[config.mk]
export PLATFORM = sky130hd
export DESIGN_NAME = matmul_cmd_fetch
export DESIGN_NICKNAME = d
export VERILOG_FILES = /design/src/rtl/matmul_pkg.sv /design/src/rtl/matmul_cmd_fetch.sv
export SDC_FILE = /design/constraint.sdc
export NUM_CORES = 1
export LEC_CHECK = 0
export ABC_CLOCK_PERIOD_IN_PS = 2800
export CAP_MARGIN = 20
export CORE_MARGIN = 2
export CORE_UTILIZATION = 51
export CTS_CLUSTER_DIAMETER = 150
export DETAILED_ROUTE_END_ITERATION = 16
export GPL_TIMING_DRIVEN = 0
export HOLD_SLACK_MARGIN = 0.06
export PLACE_DENSITY = 0.81
export REMOVE_ABC_BUFFERS = 1
export SETUP_SLACK_MARGIN = 0.1
export SLEW_MARGIN = 15
export SYNTH_ARGS = -nofsm -noshare
export SYNTH_HDL_FRONTEND = slang
export SYNTH_SLANG_ARGS = --single-unit
[constraint.sdc]
create_clock -name clk -period 2.8 [get_ports clk]
set_input_delay 0.56 -clock clk [delete_from_list [all_inputs] [get_ports clk]]
set_output_delay 0.56 -clock clk [all_outputs]
set_load 0.02 [all_outputs]
[src/rtl/matmul_pkg.sv]
// Shared definitions for the matmul command fetcher: MMIO map, flag codes,
// FSM states, the captured command record and the command validation rules.
package matmul_pkg;

   // Captured words are held at this width so the validation helpers can be
   // shared by every instance; DATA_WIDTH of an instance must not exceed it.
   localparam int CMD_W = 64;

   // MMIO offsets of the host-visible registers
   localparam logic [11:0] OFS_A_IN  = 12'h000;
   localparam logic [11:0] OFS_B_IN  = 12'h100;
   localparam logic [11:0] OFS_C_OUT = 12'h200;
   localparam logic [11:0] OFS_DIM_M = 12'h600;
   localparam logic [11:0] OFS_DIM_N = 12'h700;
   localparam logic [11:0] OFS_DIM_P = 12'h800;
   localparam logic [11:0] OFS_FLAG  = 12'hA00;
   localparam logic [11:0] OFS_BIAS  = 12'hD00;

   // MATMUL_Flag codes
   localparam logic [1:0] FLAG_IDLE  = 2'd0;
   localparam logic [1:0] FLAG_START = 2'd1;
   localparam logic [1:0] FLAG_DONE  = 2'd2;
   localparam logic [1:0] FLAG_ERR   = 2'd3;

   typedef enum logic [2:0] {
      S_IDLE, S_POLL, S_POLL_CHK, S_FETCH, S_CHECK, S_ISSUE, S_WAIT, S_WB
   } state_t;

   typedef struct packed {
      logic [CMD_W-1:0] a_addr;
      logic [CMD_W-1:0] b_addr;
      logic [CMD_W-1:0] c_addr;
      logic [CMD_W-1:0] bias_addr;
      logic [CMD_W-1:0] m;
      logic [CMD_W-1:0] n;
      logic [CMD_W-1:0] p;
      logic             bias_en;
   } matmul_cmd_t;

   // Register read order during FETCH: A, B, C, M, N, P, Bias
   function automatic logic [11:0] fetch_offset(input logic [2:0] idx);
      case (idx)
         3'd0:    return OFS_A_IN;
         3'd1:    return OFS_B_IN;
         3'd2:    return OFS_C_OUT;
         3'd3:    return OFS_DIM_M;
         3'd4:    return OFS_DIM_N;
         3'd5:    return OFS_DIM_P;
         3'd6:    return OFS_BIAS;
         default: return 12'h000;
      endcase
   endfunction

   // An operand address must fit the port and point above the 4 KiB MMIO window
   function automatic logic addr_in_sram(input logic [CMD_W-1:0] v,
                                         input int data_w, input int addr_w);
      logic too_wide;
      logic above_mmio;
      too_wide   = 1'b0;
      above_mmio = 1'b0;
      for (int i = 0; i < CMD_W; i++) begin
         if (i >= addr_w && i < data_w && v[i]) too_wide = 1'b1;
         if (i >= 12 && i < addr_w && v[i])     above_mmio = 1'b1;
      end
      return !too_wide && above_mmio;
   endfunction

   function automatic logic dim_ok(input logic [CMD_W-1:0] v, input int max_dim);
      return (v != '0) && (v <= CMD_W'(max_dim));
   endfunction

   function automatic logic cmd_is_valid(input matmul_cmd_t c, input int data_w,
                                         input int addr_w, input int max_dim);
      return dim_ok(c.m, max_dim) && dim_ok(c.n, max_dim) && dim_ok(c.p, max_dim) &&
             addr_in_sram(c.a_addr, data_w, addr_w) &&
             addr_in_sram(c.b_addr, data_w, addr_w) &&
             addr_in_sram(c.c_addr, data_w, addr_w) &&
             ((c.bias_addr == '0) || addr_in_sram(c.bias_addr, data_w, addr_w));
   endfunction

endpackage

[src/rtl/matmul_cmd_fetch.sv]
// Polls MATMUL_Flag, fetches and validates one matmul job from the MMIO map,
// hands it to the engine and writes DONE/ERR back to the flag.
module matmul_cmd_fetch
   import matmul_pkg::*;
#(
   parameter int DATA_WIDTH    = 32,
   parameter int ADDR_WIDTH    = 16,
   parameter int MAX_DIM       = 64,
   parameter int POLL_INTERVAL = 16
) (
   input  logic                  clk,
   input  logic                  rst_n,
   output logic [ADDR_WIDTH-1:0] mem_addr,
   output logic [DATA_WIDTH-1:0] mem_data,
   output logic                  mem_we,
   input  logic [DATA_WIDTH-1:0] mem_q,
   output logic                  cmd_valid,
   input  logic                  cmd_ready,
   output logic [ADDR_WIDTH-1:0] cmd_a_addr,
   output logic [ADDR_WIDTH-1:0] cmd_b_addr,
   output logic [ADDR_WIDTH-1:0] cmd_c_addr,
   output logic [ADDR_WIDTH-1:0] cmd_bias_addr,
   output logic                  cmd_bias_en,
   output logic [DATA_WIDTH-1:0] cmd_m,
   output logic [DATA_WIDTH-1:0] cmd_n,
   output logic [DATA_WIDTH-1:0] cmd_p,
   input  logic                  eng_done,
   input  logic                  eng_err,
   output logic                  busy
);

   localparam int CNT_W = (POLL_INTERVAL > 1) ? $clog2(POLL_INTERVAL) : 1;
   localparam logic [CNT_W-1:0] CNT_LAST = CNT_W'(POLL_INTERVAL - 1);

   state_t           state_q, state_d;
   logic [CNT_W-1:0] cnt_q, cnt_d;
   logic [2:0]       idx_q, idx_d;
   logic [1:0]       code_q, code_d;
   matmul_cmd_t      cmd_q;

   // State, poll counter, fetch index and write-back code registers
   always_ff @(posedge clk or negedge rst_n) begin
      if (!rst_n) begin
         state_q <= S_IDLE;
         cnt_q   <= '0;
         idx_q   <= '0;
         code_q  <= FLAG_IDLE;
      end else begin
         // NOTE: sequential state uses non-blocking assignments so every register
         // samples the pre-edge values, independent of statement order.
         state_q <= state_d;
         cnt_q   <= cnt_d;
         idx_q   <= idx_d;
         code_q  <= code_d;
      end
   end

   // Capture read data one cycle after each FETCH address (index i lands at i+1)
   always_ff @(posedge clk or negedge rst_n) begin
      if (!rst_n) begin
         // NOTE: the captured command is reset too, so the cmd_* outputs are a
         // defined 0 out of reset rather than X until the first fetch.
         cmd_q <= '0;
      end else if (state_q == S_FETCH) begin
         case (idx_q)
            3'd1: cmd_q.a_addr <= CMD_W'(mem_q);
            3'd2: cmd_q.b_addr <= CMD_W'(mem_q);
            3'd3: cmd_q.c_addr <= CMD_W'(mem_q);
            3'd4: cmd_q.m      <= CMD_W'(mem_q);
            3'd5: cmd_q.n      <= CMD_W'(mem_q);
            3'd6: cmd_q.p      <= CMD_W'(mem_q);
            3'd7: begin
               cmd_q.bias_addr <= CMD_W'(mem_q);
               cmd_q.bias_en   <= (mem_q != '0);
            end
            default: ;
         endcase
      end
   end

   // Next-state logic and the combinational memory-port / command strobes
   always_comb begin
      // NOTE: every signal written here gets a default first, so no path through
      // the case statement can leave one unassigned and infer a latch.
      state_d   = state_q;
      cnt_d     = cnt_q;
      idx_d     = idx_q;
      code_d    = code_q;
      mem_addr  = '0;
      mem_data  = '0;
      mem_we    = 1'b0;
      cmd_valid = 1'b0;

      case (state_q)
         S_IDLE: begin
            if (cnt_q == CNT_LAST) begin
               cnt_d   = '0;
               state_d = S_POLL;
            end else begin
               cnt_d = cnt_q + 1'b1;
            end
         end
         S_POLL: begin
            mem_addr = ADDR_WIDTH'(OFS_FLAG);
            state_d  = S_POLL_CHK;
         end
         S_POLL_CHK: begin
            if (mem_q == DATA_WIDTH'(FLAG_START)) begin
               idx_d   = '0;
               state_d = S_FETCH;
            end else begin
               state_d = S_IDLE;
            end
         end
         S_FETCH: begin
            // fetch_offset returns 0 for index 7, the capture-only cycle
            mem_addr = ADDR_WIDTH'(fetch_offset(idx_q));
            if (idx_q == 3'd7) state_d = S_CHECK;
            else               idx_d   = idx_q + 3'd1;
         end
         S_CHECK: begin
            if (cmd_is_valid(cmd_q, DATA_WIDTH, ADDR_WIDTH, MAX_DIM)) begin
               state_d = S_ISSUE;
            end else begin
               code_d  = FLAG_ERR;
               state_d = S_WB;
            end
         end
         S_ISSUE: begin
            cmd_valid = 1'b1;
            if (cmd_ready) state_d = S_WAIT;
         end
         S_WAIT: begin
            if (eng_done) begin
               code_d  = eng_err ? FLAG_ERR : FLAG_DONE;
               state_d = S_WB;
            end
         end
         S_WB: begin
            mem_addr = ADDR_WIDTH'(OFS_FLAG);
            mem_data = DATA_WIDTH'(code_q);
            mem_we   = 1'b1;
            cnt_d    = '0;
            state_d  = S_IDLE;
         end
         default: state_d = S_IDLE;
      endcase
   end

   // Command fields come straight from the captured (validated) words
   assign cmd_a_addr    = cmd_q.a_addr[ADDR_WIDTH-1:0];
   assign cmd_b_addr    = cmd_q.b_addr[ADDR_WIDTH-1:0];
   assign cmd_c_addr    = cmd_q.c_addr[ADDR_WIDTH-1:0];
   assign cmd_bias_addr = cmd_q.bias_addr[ADDR_WIDTH-1:0];
   assign cmd_bias_en   = cmd_q.bias_en;
   assign cmd_m         = cmd_q.m[DATA_WIDTH-1:0];
   assign cmd_n         = cmd_q.n[DATA_WIDTH-1:0];
   assign cmd_p         = cmd_q.p[DATA_WIDTH-1:0];
   assign busy          = (state_q != S_IDLE);

endmodule
==> impl_metrics.py, run 1 <==
metrics = {
    "outcome": {
        "status": "completed",
    },
    "floorplan": {
        "rows": 53,
        "io_pins": 249,
        "initial_core_util_pct": 52.4,
        "die_w_um": 151,
        "coreArea_um2": 21200,
        "fp.dieArea_um2": 22900,
        "die_y_um": 151,
    },
    "worst_setup_path": {
        "path_class": "reg -> out",
        "critPathMaxFanout": 7,
        "cp.required_ns": 2.24,
        "crit_buf_inv": 2,
        "start_kind": "flop",
        "critical-path-slowest-cell": "clkdlybuf4s50_1",
        "endpoint_kind": "output port",
        "rr_worst_depth": 5,
        "crit_arrival_ns": 2.07,
        "critPathMaxStageDelay_ns": 0.55,
        "rrSetupSlack_ns": 0.62,
        "critPathTopFamily": "buffers and inverters",
        "r2r_end": "state_q[1]",
        "r2r-start": "cmd_n[1]",
        "worstPathCellList": "nor3_2, inv_1, clkdlybuf4s50_1",
    },
    "timing": {
        "worstMarginPinSlew_ns": 0.723,
        "max-slew-margin-rel_pct": 51.4,
        "fmaxAchievable_ghz": 0.381,
        "rsz0062_at_grt": "true",
        "hold_viol_final": 0,
        "setup-violations-final": 0,
        "skew_ns": 0.0169,
        "min_period_over_period_pct": 93.8,
        "maxSlewViolCount": 0,
        "period_needed_ns": 2.63,
    },
    "finish": {
        "fillers": 1634,
        "fin_nets": 976,
        "final_util_pct": 62.4,
        "num_antenna_cells": 0,
        "syn_to_final_growth_pct": 19.0,
        "final_layout_size_suffix_gt1_share_pct": 25.4,
    },
    "run": {
        "cap_violations": 0,
    },
    "clock_tree": {
        "clk_pin_slew_ns": 0.06,
        "cts_num_sinks": 237,
        "cts_max_path_buffers": 3,
        "tritoncts": "yes",
        "clkLatencyLatePin_ns": 0.53,
        "htree_num_levels": 1,
        "cts_buffers": 25,
        "cts.root.buffer_cell": "clkbuf_16",
    },
    "routing": {
        "routed_wl_um": 26400,
        "vias": 6771,
        "detail-route-antenna-nets": 0,
        "drt_iter0_markers": 302,
        "post-route-drc-count": 0,
        "dr.pass1.iters": 6,
        "viasPerCell": 5.55,
        "wl_per_cell_um": 21.6,
    },
    "logic_synthesis": {
        "synthesis.area_um2": 11100,
        "yosys_register_bits": 237,
        "synth_xor_area_share_pct": 0.0790,
        "ys_types": 36,
        "synth_simple_gate_area_share_pct": 6.45,
        "synthMuxAreaShare_pct": 22.1,
        "synth_compound_area_share_pct": 2.23,
        "synth_top_family_by_area": "multiplexers",
        "synth_seq_area_share_pct": 53.5,
        "yosysWarnings": 0,
        "netlist_instances": 867,
        "synthAdderAreaFrac_pct": 0.790,
        "syn_avg_cell_area_um2": 12.8,
    },
    "hold_path": {
        "worstHoldStart": "cmd_c_addr[0]",
        "whs_path_depth": 2,
        "hp-class": "reg -> reg",
        "hold_path_end": "cmd_c_addr[0]",
    },
    "placed_design": {
        "io_buffers": 206,
        "dp_hpwl_um": 18600,
        "gp_congestion": 0.821,
    },
    "power": {
        "powerDensity_nw_per_um2": 594,
        "p_int_mw": 5.87,
        "seqPwrFrac_pct": 47.5,
        "peakVddDrop_v": 0.000527,
        "finalPower_mw": 7.84,
        "power_frac_comb_pct": 11.8,
        "clkPwrFrac_pct": 40.6,
        "p_leak_nw": 5.51,
        "p_switching_mw": 1.97,
        "switching_share_pct": 25.2,
    },
    "global_routing": {
        "first_global_vias": 6866,
        "antenna_found_initial": 0,
        "globalRouteTotalUtil_pct": 23.3,
        "grt_max_degree": 104,
        "grt_pass1_wl_um": 40600,
        "grt_overflow_total": 0,
    },
}
==> per-stage QoR <==
step / cell area, um2 / hold slack [ns] / setup slack [ns] / cells / TNS (ns)
floorplan: 9640 / 0.264 / -0.0949 / 682 / -0.0949
global placement: 12000 / 0.463 / -8.80 / 1163 / -2143.83
detailed placement: 12300 / 0.465 / -0.665 / 1172 / -2.30
CTS: 13200 / 0.487 / 0.110 / 1221 / 0
global route: 13200 / 0.513 / 0.0757 / 1221 / 0
finish: 13200 / 0.485 / 0.173 / 1221 / 0
==> cell families (layout without fill, tap and decap cells) <==
kind of cell | count (synthesis) | count (layout)
AO/OA/AOI/OAI | 40 | 40
XOR/XNOR | 1 | 1
adder cells (fa/ha/maj) | 7 | 7
buffers and inverters | 236 | 274
flip-flops | 237 | 237
multiplexers | 218 | 218
other | 1 | 42
AND/OR/NAND/NOR | 127 | 127
==> worst min-delay path, cell delays in order (launching register included) <==
cell and delay, ns:
dfrtp_1 0.34, nand2_1 0.05, o21ai_0 0.06
==> flip-flops by register name (all words and copies together), names as in the netlist <==
signal / flops
cmd_m: 32
state_q: 3
cmd_b_addr: 16
cmd_a_addr: 16
cmd_c_addr: 16
cmd_p: 32
cmd_n: 32
code_q: 2
cmd_q: 64
cnt_q: 4
idx_q: 3
cmd_bias_addr: 16
cmd_bias_en: 1
==> power by group through the flow <==
stage	Sequential [mW]	Combinational, mW	Clock [mW]
2_1_floorplan	3.90	0.264	0
3_3_place_gp	3.79	0.876	0
3_5_place_dp	3.79	0.905	0
4_1_cts	3.72	0.935	3.24
5_1_grt	3.75	1.00	3.38
6_report	3.73	0.929	3.19
==> Yosys cell counts <==
cell type,number,area [um2]
o32ai_1,1,8.76
xor2_1,1,8.76
a2bb2oi_1,1,8.76
mux2_2,166,1870
buf_1,7,26.3
nand3_1,6,30.0
a21oi_1,6,30.0
inv_1,10,37.5
dfrtp_1,237,5930
or4_4,2,22.5
nand2_1,22,82.6
nor2_1,15,56.3
o21ai_1,5,25.0
nor3_1,9,45.0
mux2_1,52,586
nor4_1,48,300
o211ai_1,2,15.0
buf_4,202,1520
a22o_1,3,26.3
nand2b_1,3,18.8
ha_1,7,87.6
o21ai_0,11,55.1
nor4_2,1,12.5
o31a_1,1,8.76
clkbuf_1,17,63.8
o22ai_1,2,12.5
o41ai_1,1,8.76
a211oi_1,1,7.51
conb_1,1,3.75
nand4_1,11,68.8
a31oi_1,3,18.8
and4_1,1,8.76
or4_1,6,45.0
nand4_2,1,12.5
and2_1,2,12.5
o31ai_1,3,22.5
==> layout make-up <==
cell class / instances / area [um2] / area share [%]
multi-input combinational: 435 / 3760 / 28.5
inverter: 10 / 37.5 / 0.284
clock inverter: 4 / 60.1 / 0.455
timing repair buffer: 223 / 2340 / 17.8
clock buffer: 37 / 721 / 5.46
sequential: 237 / 5940 / 45.0
tap: 275 / 344 / 2.61
==> metal layers <==
metal | routed length (um) | track usage, %
met3 | 2010 | 5.75
met4 | 753 | 6.73
met2 | 12200 | 37.4
met5 | 0 | 0
met1 | 11400 | 31.6
==> cell usage in the layout, fill, tap and decap left out, types with 4 or more instances in the layout <==
master / count
a21oi_1: 6
buf_16: 6
buf_4: 7
clkbuf_1: 7
clkbuf_16: 25
clkbuf_8: 5
clkdlybuf4s50_1: 201
conb_1: 42
dfrtp_1: 233
dfrtp_2: 4
ha_1: 7
inv_1: 10
mux2_1: 52
mux2_2: 166
nand2_1: 17
nand2_2: 5
nand4_1: 11
nor2_1: 13
nor3_1: 8
nor4_1: 46
o21ai_0: 10
o21ai_1: 6
or4_1: 6
==> how the worst max path moves through the flow <==
stage,startpoint,endpoint,cells after the start
6_report,state_q[2],busy,3
5_1_grt,state_q[2],busy,3
4_1_cts,state_q[0],mem_addr[11],6
3_5_place_dp,state_q[1],mem_addr[11],6
3_3_place_gp,rst_n,cmd_b_addr[0],1
2_1_floorplan,state_q[1],mem_addr[11],4
==> timing repair <==
action	CTS	global route
setup buffers	7	0
hold buffers	1	0
endpoints found under the setup margin	11	10
pin swaps	2	0
resized for setup	14	12
hold endpoints to repair	38	0
No activity file was read; power rests on OpenSTA's default activity.
==> run 2, diff against run 1 <==
Settings changed: SLEW_MARGIN 15 to 20.
==> impl_metrics.py, run 2 (synthesis gave the netlist of run 1 again) <==
metrics = {
    "timing": {
        "worstMarginPinSlew_ns": 0.722,
        "rsz0062_at_grt": "true",
        "fmaxAchievable_ghz": 0.365,
        "skew_ns": 0.0107,
        "max-slew-margin-rel_pct": 51.5,
        "setup-violations-final": 0,
        "whs_ns": 0.483,
        "fin_ws_ns": 0.0629,
        "maxSlewViolCount": 0,
        "fin_tns_setup_ns": 0,
        "hold_viol_final": 0,
        "min_period_over_period_pct": 97.8,
        "period_needed_ns": 2.74,
    },
    "placed_design": {
        "gp_congestion": 0.821,
        "dp_cells": 1172,
        "dp_hpwl_um": 18500,
        "dpl_worst_slack_ns": -0.626,
        "io_buffers": 206,
    },
    "power": {
        "p_leak_nw": 5.57,
        "peakVddDrop_v": 0.000519,
        "powerDensity_nw_per_um2": 611,
    },
    "floorplan": {
        "die_w_um": 151,
        "io_pins": 249,
        "coreArea_um2": 21200,
        "die_y_um": 151,
        "initial_core_util_pct": 52.4,
        "rows": 53,
        "fp.dieArea_um2": 22900,
    },
    "finish": {
        "regMostFlops": "cmd_q",
        "syn_to_final_growth_pct": 19.9,
        "final_layout_size_suffix_gt1_share_pct": 25.6,
        "final_cell_mix": "dfrtp_1, clkdlybuf4s50_1, mux2_2",
        "layout.cells.non_filler": 1227,
        "fin_nets": 977,
        "final_common_cell": "dfrtp_1",
        "final_util_pct": 62.9,
        "num_antenna_cells": 0,
        "largest_reg_flops": 64,
    },
    "clock_tree": {
        "cts_max_path_buffers": 3,
        "tritoncts": "yes",
        "cts_buffers": 25,
        "clk_pin_slew_ns": 0.06,
        "cts_num_sinks": 237,
        "cts.root.buffer_cell": "clkbuf_16",
        "htree_num_levels": 1,
        "clkLatencyLatePin_ns": 0.53,
    },
    "global_routing": {
        "grt_util_met3_pct": 6.14,
        "grt_use_met1_pct": 31.1,
        "grtUsageMet2_pct": 37.5,
        "grt_max_degree": 97,
        "first_global_vias": 6811,
        "globalRouteTotalUtil_pct": 23.2,
        "grt.busiest_layer": "met2",
        "grt_pass1_wl_um": 40200,
        "grt_overflow_total": 0,
        "antenna_found_initial": 0,
    },
    "worst_setup_path": {
        "path_class": "reg -> out",
        "worstPathCellList": "nand2_1, nor2_2, and2_1, clkdlybuf4s50_1",
        "critPathMaxStageDelay_ns": 0.59,
        "endpoint_kind": "output port",
        "cp.required_ns": 2.24,
        "critical-path-slowest-cell": "clkdlybuf4s50_1",
        "start_kind": "flop",
        "critPathMaxFanout": 6,
        "crit_buf_inv": 1,
        "critPathTopFamily": "simple AND/OR/NAND/NOR gates",
        "crit_arrival_ns": 2.18,
    },
    "routing": {
        "detail-route-antenna-nets": 0,
        "vias": 6760,
        "routed_wl_um": 26600,
        "dr.pass1.iters": 4,
        "wl_per_cell_um": 21.7,
        "post-route-drc-count": 0,
        "viasPerCell": 5.51,
        "drt_iter0_markers": 292,
    },
    "outcome": {
        "status": "completed",
    },
    "run": {
        "cap_violations": 0,
    },
    "hold_path": {
        "hp-class": "reg -> reg",
    },
}
run 2: repair_timing:
item,CTS,global route
hold buffers,1,0
hold endpoints to repair,51,0
setup buffers,8,0
resized for setup,13,7
endpoints found under the setup margin,11,9
pin swaps,2,0
run 2: worst min-delay path: stages, from the launching register on:
cell and delay (ns):
dfrtp_1 0.34, nand2_1 0.04, o21ai_0 0.06
run 2: layer usage:
metal / vias to the layer above / wire, um
li1: 2969 / -
met1: 3458 / 11200
met2: 291 / 12600
met3: 42 / 2220
met4: 0 / 582
met5: - / 0
run 2: final cells by class:
cell class / instances / area (um2)
clock buffer: 41 / 786
multi-input combinational: 435 / 3750
clock inverter: 5 / 90.1
sequential: 237 / 5930
timing repair buffer: 224 / 2360
tap: 275 / 344
inverter: 10 / 37.5
fill: 1598 / 7850
run 2: metrics by stage:
| step | area [um2] | power [mW] |
|---|---|---|
| after floorplan | 9640 | 4.17 |
| after global placement | 12000 | 4.66 |
| after detailed placement | 12300 | 4.70 |
| after CTS | 13300 | 8.19 |
| after global routing | 13300 | 8.42 |
| final | 13300 | 8.13 |
run 2: worst paths after layout:
kind	depth (start not counted)	slack, ns	startpoint	end
max	4	0.06	state_q[0]	mem_data[1]
min	2	0.48	cmd_c_addr[0]	cmd_c_addr[0]
max in group asynchronous	3	1.46	rst_n	state_q[1]
max reg2reg	6	0.60	state_q[0]	cmd_q[223]
min in group asynchronous	2	0.53	rst_n	cmd_c_addr[12]
min reg2reg	2	0.48	cmd_c_addr[0]	cmd_c_addr[0]
run 2: where the power goes:
group | internal, mW | total (mW) | switching, mW
clock | 2.10 | 3.46 | 1.35
combinational | 0.415 | 0.951 | 0.536
sequential | 3.60 | 3.72 | 0.127
